$ cat config.mk
export PLATFORM = sky130hd
export DESIGN_NAME = dmem_bank
export DESIGN_NICKNAME = d
export VERILOG_FILES = /design/src/rtl/dmem_bank.sv
export SDC_FILE = /design/constraint.sdc
export NUM_CORES = 1
export LEC_CHECK = 0
export CORE_UTILIZATION = 60
export DETAILED_ROUTE_END_ITERATION = 12
export DONT_BUFFER_PORTS = 1
export GPL_TIMING_DRIVEN = 0
export PLACE_DENSITY = 0.78
export RECOVER_POWER = 100
export SYNTH_ARGS = -nofsm -noshare
export SYNTH_HDL_FRONTEND = slang
export SYNTH_SLANG_ARGS = --single-unit
export TNS_END_PERCENT = 50
$ cat constraint.sdc
create_clock -name clk -period 3.97 [get_ports clk]
set_clock_uncertainty 0.05 [all_clocks]
set_input_delay 1.191 -clock clk [delete_from_list [all_inputs] [get_ports clk]]
set_output_delay 1.191 -clock clk [all_outputs]
set_load 0.01 [all_outputs]
$ cat src/rtl/dmem_bank.sv
// Single-port synchronous data-memory bank: byte-enable writes, 1/2-cycle reads,
// range-checked requests and a post-reset zero-fill. Define DMEM_PARITY_EN for per-lane parity.
//
// state | meaning
// INIT  | zero-fill sequencer writing word cnt, requests blocked
// RUN   | accepting one request per cycle
module dmem_bank #(
    parameter int DATA_W    = 32,
    parameter int ADDR_W    = 32,
    parameter int DEPTH     = 32,
    parameter int READ_LAT  = 1,
    parameter int INIT_ZERO = 1
) (
    input  logic                  clk,
    input  logic                  reset,
    input  logic                  req_valid,
    output logic                  req_ready,
    input  logic                  req_we,
    input  logic [ADDR_W-1:0]     req_addr,
    input  logic [DATA_W/8-1:0]   req_be,
    input  logic [DATA_W-1:0]     req_wdata,
    output logic                  resp_valid,
    output logic [DATA_W-1:0]     resp_rdata,
    output logic                  resp_err,
    output logic                  resp_perr,
    output logic                  init_busy
);
    localparam int NB = DATA_W / 8;
    localparam int AW = $clog2(DEPTH);

    typedef enum logic {ST_INIT, ST_RUN} state_t;

    state_t             state;
    logic [AW-1:0]      cnt;
    logic [DATA_W-1:0]  mem [DEPTH];

    logic               accept;
    logic [AW-1:0]      idx;
    logic               range_err;
    logic               do_write;
    logic               rd_ok;
    logic               rd_perr;
    logic [DATA_W-1:0]  s_rdata;
    logic               s_perr;
    logic               addr_lsb_unused;

    assign accept          = req_valid & req_ready;
    assign idx             = req_addr[AW+1:2];
    assign range_err       = |req_addr[ADDR_W-1:AW+2];
    assign do_write        = accept & req_we & ~range_err;
    assign rd_ok           = ~req_we & ~range_err;
    assign addr_lsb_unused = ^req_addr[1:0];

    // Read-old: the registered response samples the array before this edge's write.
    assign s_rdata = rd_ok ? mem[idx] : '0;
    assign s_perr  = rd_ok & rd_perr;

`ifdef DMEM_PARITY_EN
    logic [NB-1:0] mem_par [DEPTH];

    always_comb begin
        rd_perr = 1'b0;
        for (int i = 0; i < NB; i++) begin
            rd_perr = rd_perr | ((^mem[idx][8*i +: 8]) ^ mem_par[idx][i]);
        end
    end
`else
    assign rd_perr = 1'b0;
`endif

    always_ff @(posedge clk) begin
        if (state == ST_INIT) begin
            mem[cnt] <= '0;
`ifdef DMEM_PARITY_EN
            mem_par[cnt] <= '0;
`endif
        end else if (do_write) begin
            for (int i = 0; i < NB; i++) begin
                if (req_be[i]) begin
                    mem[idx][8*i +: 8] <= req_wdata[8*i +: 8];
`ifdef DMEM_PARITY_EN
                    mem_par[idx][i] <= ^req_wdata[8*i +: 8];
`endif
                end
            end
        end
    end

    always_ff @(posedge clk or posedge reset) begin
        if (reset) begin
            state     <= (INIT_ZERO != 0) ? ST_INIT : ST_RUN;
            cnt       <= '0;
            req_ready <= 1'b0;
            init_busy <= (INIT_ZERO != 0);
        end else begin
            case (state)
                ST_INIT: begin
                    cnt <= cnt + 1'b1;
                    if (cnt == AW'(DEPTH - 1)) begin
                        state     <= ST_RUN;
                        req_ready <= 1'b1;
                        init_busy <= 1'b0;
                    end
                end
                default: begin
                    req_ready <= 1'b1;
                    init_busy <= 1'b0;
                end
            endcase
        end
    end

    generate
        if (READ_LAT == 2) begin : g_lat2
            logic              p_valid;
            logic              p_err;
            logic              p_perr;
            logic [DATA_W-1:0] p_rdata;

            always_ff @(posedge clk or posedge reset) begin
                if (reset) begin
                    p_valid    <= 1'b0;
                    p_err      <= 1'b0;
                    p_perr     <= 1'b0;
                    p_rdata    <= '0;
                    resp_valid <= 1'b0;
                    resp_err   <= 1'b0;
                    resp_perr  <= 1'b0;
                    resp_rdata <= '0;
                end else begin
                    p_valid <= accept;
                    if (accept) begin
                        p_err   <= range_err;
                        p_perr  <= s_perr;
                        p_rdata <= s_rdata;
                    end
                    resp_valid <= p_valid;
                    if (p_valid) begin
                        resp_err   <= p_err;
                        resp_perr  <= p_perr;
                        resp_rdata <= p_rdata;
                    end
                end
            end
        end else begin : g_lat1
            always_ff @(posedge clk or posedge reset) begin
                if (reset) begin
                    resp_valid <= 1'b0;
                    resp_err   <= 1'b0;
                    resp_perr  <= 1'b0;
                    resp_rdata <= '0;
                end else begin
                    resp_valid <= accept;
                    if (accept) begin
                        resp_err   <= range_err;
                        resp_perr  <= s_perr;
                        resp_rdata <= s_rdata;
                    end
                end
            end
        end
    endgenerate

endmodule
### Word-level counts from Yosys, hierarchy flattened

Memories as Yosys holds them, arrays and structs flattened.
Index checks and enable logic that the tools add are counted.

* register bits after elaboration: 42
* bits in writable memories: 1024
* input bits: 72
* output and inout port bits: 37
* word-level logic and storage cells: 46
* memories kept: 1

* add/subtract/negate cells: 1
* equality and inequality tests: 1
* multiplexer cells: 27
* bitwise gates (word level): 6
* reductions and logical operators: 3

Memories
* mem: depth 32, bits a word 32, rd ports 1, clocked after Yosys merged registers in 0, write ports 1, line 35 `logic [DATA_W-1:0] mem [DEPTH];`

Operators with widths (count)
* $mux 32: 2
* $reduce_or 32->1: 1
* $reduce_or 25->1: 1
* $mux 1: 23
* $add 5x1->5 const B: 1
* $eq 5x5->1 const B: 1
* $mux 5: 1
* $and 1x1->1: 4
* $mux 4: 1
* $not 1->1: 2
* $reduce_bool 2->1: 1

### Longest topological paths before layout

* depth in word-level cells: 8
* gate-level depth with buffers: 9

### Worst setup path before layout

OpenSTA, ideal clock, no wires.

* path type: input port to flip-flop
* start point: input port req_addr[27]
* end point: memory mem[19][24] (enable)
* library setup time: 0.395 ns
* data arrival time: 3.438 ns
* path slack: 0.087 ns
* stages: 6
* buffers on the path: 1
* cell sequence: nor3_1 -> nand3_4 -> nor4_4 -> buf_4 -> mux2_2 -> nor4_1

* longest elaborated chain between the ends: 8
* elaborated cells on any way between the ends: 18

RTL lines
* from (decl): line 19 `input logic [ADDR_W-1:0] req_addr,`
* $reduce_or 25->1 *: line 49 `assign range_err = |req_addr[ADDR_W-1:AW+2];`
* $not 1->1 *: line 50 `assign do_write = accept & req_we & ~range_err;`
* $and 1x1->1 *: line 50
* $mux 1: line 77 `end else if (do_write) begin`
* $mux 1: line 72 `if (state == ST_INIT) begin`
* $mux 1 (not written as such): line 80 `mem[idx][8*i +: 8] <= req_wdata[8*i +: 8];`
* $reduce_or 32->1 (no source line)
* $mux 5 (no source line) or $mux 4 (tied branches)
* to (decl): line 35

Every way passes the cells marked *; elsewhere a longest branch is shown, timed or not.

### Final worst setup path

* start point: input port req_addr[27]
* end point: memory mem[5][18] (enable)

The elaborated chain is that of the path after synthesis.

==> impl_metrics.env <==
export IMPL_maxCapViolCount=2
export IMPL_wl_met2_mm=52.1
export IMPL_coreArea_mm2=0.0689
export IMPL_cts_sinks=1066
export IMPL_die_area_mm2=0.0710
export IMPL_synth_top_cells_by_area="edfxtp_1 (73%), mux4_2 (14%), dfrtp_1 (2.4%)"
export IMPL_cts_buffer_depth=3
export IMPL_r2r_setup_slack_ns=0.13
export IMPL_routed_via_count=22400
export IMPL_seqCellArea_mm2=0.0318
export IMPL_tightest_slew_ns=2.36
export IMPL_status="finished with violations"
export IMPL_violations="capacitance limit, slew limit, setup timing"
export IMPL_grt_pass1_vias=22700
export IMPL_reg2reg_depth=7
export IMPL_reg2reg_from="req_ready$_DFFE_PP0P_"
export IMPL_grt_usage_pct=31.4
export IMPL_startpoint_type="input port"
export IMPL_rsz0062_at_grt="yes"
export IMPL_drc_errors=0
export IMPL_cts_buffers=101
export IMPL_routed_top_layer="met5"
export IMPL_ant_nets=0
export IMPL_critical_path_class="in -> reg"
export IMPL_ys_types=50
export IMPL_routed_wl_mm=108
export IMPL_rr_endpoint="mem[5][18]$_DFFE_PP_"
export IMPL_synth_top_area_share_pct=73.2
export IMPL_async_reset_ff_share_pct=3.94
export IMPL_syn_cell_area_mm2=0.0420
export IMPL_path_clk_slew_ns=0.06
export IMPL_final_hold_viol_count=0
export IMPL_clk_latency_ns=0.68
export IMPL_initial_core_util_pct=60.9
export IMPL_seq_area_frac_synth_pct=75.7
export IMPL_post_route_min_period_ns=4.08
export IMPL_wl_met3_mm=14.0
export IMPL_finalSetupViolCount=86
export IMPL_synthCells=2044
export IMPL_grt_pass1_wl_mm=155
export IMPL_synth_top_cell_by_area="edfxtp_1"
export IMPL_synth_edf_count=1024
export IMPL_hp_class="reg -> reg"
export IMPL_grt_max_degree=33
export IMPL_syn_area_per_cell_um2=20.5
export IMPL_final_setup_tns_ns=-3.19
export IMPL_setup_ws_ns=-0.105
export IMPL_cp_data_arrival_time_ns=4.30
export IMPL_gr_total_overflow=0
export IMPL_hold_ws_ns=0.446
export IMPL_io_buffers=0
export IMPL_ys_warn_count=0
export IMPL_worstPathRequired_ns=4.20
export IMPL_fmax_mhz=245
export IMPL_crit_end="mem[5][18]$_DFFE_PP_"
export IMPL_viasPerCell=6.99
export IMPL_nFillCells=4168
export IMPL_ir_worst_vdd_v=0.000455
export IMPL_grt_antenna_before_repair=12
export IMPL_finalPower_mw=22.6
export IMPL_synth_nets=2118
export IMPL_detail_route_first_pass_iterations=6
export IMPL_multi_input_area_mm2=0.00995
export IMPL_maxSlewViolCount=34
export IMPL_io_pins=109
export IMPL_drtIter0Drc=3271
export IMPL_ys_ff_latch=1066
export IMPL_die_y_um=267
export IMPL_area_growth_pct=12.1
export IMPL_gp_congestion=0.927
export IMPL_endpoint_kind="flop"
export IMPL_clock_root_buffer="clkbuf_16"
export IMPL_drive_above_1_share_pct=25.9
export IMPL_dp_slack_ns=-1.15
export IMPL_die_w_um=267
export IMPL_place_hpwl_mm=71.2
export IMPL_cts_tree="done"
export IMPL_relSlewSlack_pct=-57.1
export IMPL_p_leak_nw=17.5
export IMPL_cts_hold_buf=0
export IMPL_synthFlopType="edfxtp_1"
export IMPL_cts_htree_levels=3
export IMPL_wl_met1_mm=38.0
export IMPL_final_nets=2248
export IMPL_critPathLaunch="req_addr[27]"
export IMPL_placementRows=96
export IMPL_wire_per_inst_um=33.9
export IMPL_min_period_over_period_pct=103
export IMPL_cp_max_fo=10
export IMPL_power_density_mw_per_mm2=480
cells by family (layout without fill, tap and decap cells):
kind of cell / count (synthesis) / in the layout / share of synthesized area (%)
DFF: 1066 / 1066 / 75.7
and+or+nand+nor: 347 / 347 / 4.19
muxes: 338 / 338 / 15.8
AOI/OAI and AO/OA: 156 / 156 / 2.79
buffers and inverters: 131 / 348 / 1.33
xor gates and xnor gates: 3 / 3 / 0.0626
adders and majority gates: 2 / 2 / 0.0596
other: 1 / 8 / 0.00893
worst min-delay path by stage:
stage	slack [ns]	startpoint	cells past startpoint	to
final	0.45	init_busy$_DFFE_PP1P_	2	init_busy$_DFFE_PP1P_
after global routing	0.47	init_busy$_DFFE_PP1P_	2	init_busy$_DFFE_PP1P_
after floorplan	0.40	init_busy$_DFFE_PP1P_	2	init_busy$_DFFE_PP1P_
after global placement	0.41	init_busy$_DFFE_PP1P_	2	init_busy$_DFFE_PP1P_
after detailed placement	0.41	init_busy$_DFFE_PP1P_	2	init_busy$_DFFE_PP1P_
after CTS	0.37	reset	1	resp_rdata[31]$_DFFE_PP0N_
timing repair:
item / in CTS / in global routing
resized for setup: 20 / 23
endpoints found under the setup margin: 423 / 346
endpoints found under the hold margin: 0 / 0
setup buffers: 0 / 0
power by group:
group	internal, mW	switching, mW
logic	0.169	0.374
clock network	5.78	4.15
registers	12.1	0.000457
worst max-delay path, stage by stage:
cell and delay, ns:
nor3_1 0.41, nand3_4 0.22, nor4_4 0.34, buf_4 0.27, mux2i_2 0.89, buf_2 0.59, nor2_1 0.36
through the flow:
step	util, %	instances	area (um^2)
6_report	68.3	3199	47100
5_1_grt	68.3	3195	47100
4_1_cts	68.1	3188	47000
3_5_place_dp	63.1	2998	43500
3_3_place_gp	62.6	2975	43200
2_1_floorplan	-	2044	42000
layout by cell type, fill, tap and decap left out, drive strengths merged, types with 7 or more instances in the layout:
cell,n
edfxtp,1024
mux4,257
clkbuf,211
nand2,116
a22oi,96
nor2,87
buf,77
mux2i,43
dfrtp,41
nor3,39
mux2,38
clkinv,38
and2,33
o211ai,31
nor4,30
bufinv,13
o21ai,13
nor2b,12
nand2b,10
diode,7
inv,7
flip-flops by register name (all words and copies together) (netlist names):
name and flops:
init_busy 1, cnt 5, resp_valid 1, resp_err 1, req_ready 1, state 1
mem 1024, resp_rdata 32
layer usage:
| layer | GRT usage (%) | vias to the layer above |
|---|---|---|
| met5 | 0 | - |
| met4 | 11.6 | 8 |
| met3 | 10.2 | 274 |
| met2 | 49.5 | 1713 |
| met1 | 41.1 | 11600 |
| li1 | - | 8725 |
cell usage after synthesis, drive strengths merged, types with 13 or more instances:
cell	number
a22oi	96
dfrtp	41
nor2	87
nor4	30
mux2i	43
and2	33
clkbuf	72
mux4	257
nor3	39
nand2	116
o21ai	13
o211ai	31
mux2	38
buf	54
edfxtp	1024
area by class of cell:
type	instances	share of cell area (%)
clock inverter	55	1.29
clock buffer	135	5.93
multi-input combinational	847	21.1
tap	931	2.47
buffer	126	1.16
inverter	5	0.0399
sequential	1066	67.5
timing repair buffer	27	0.412
antenna	7	0.0372
No activity file was read; power rests on OpenSTA's default activity.
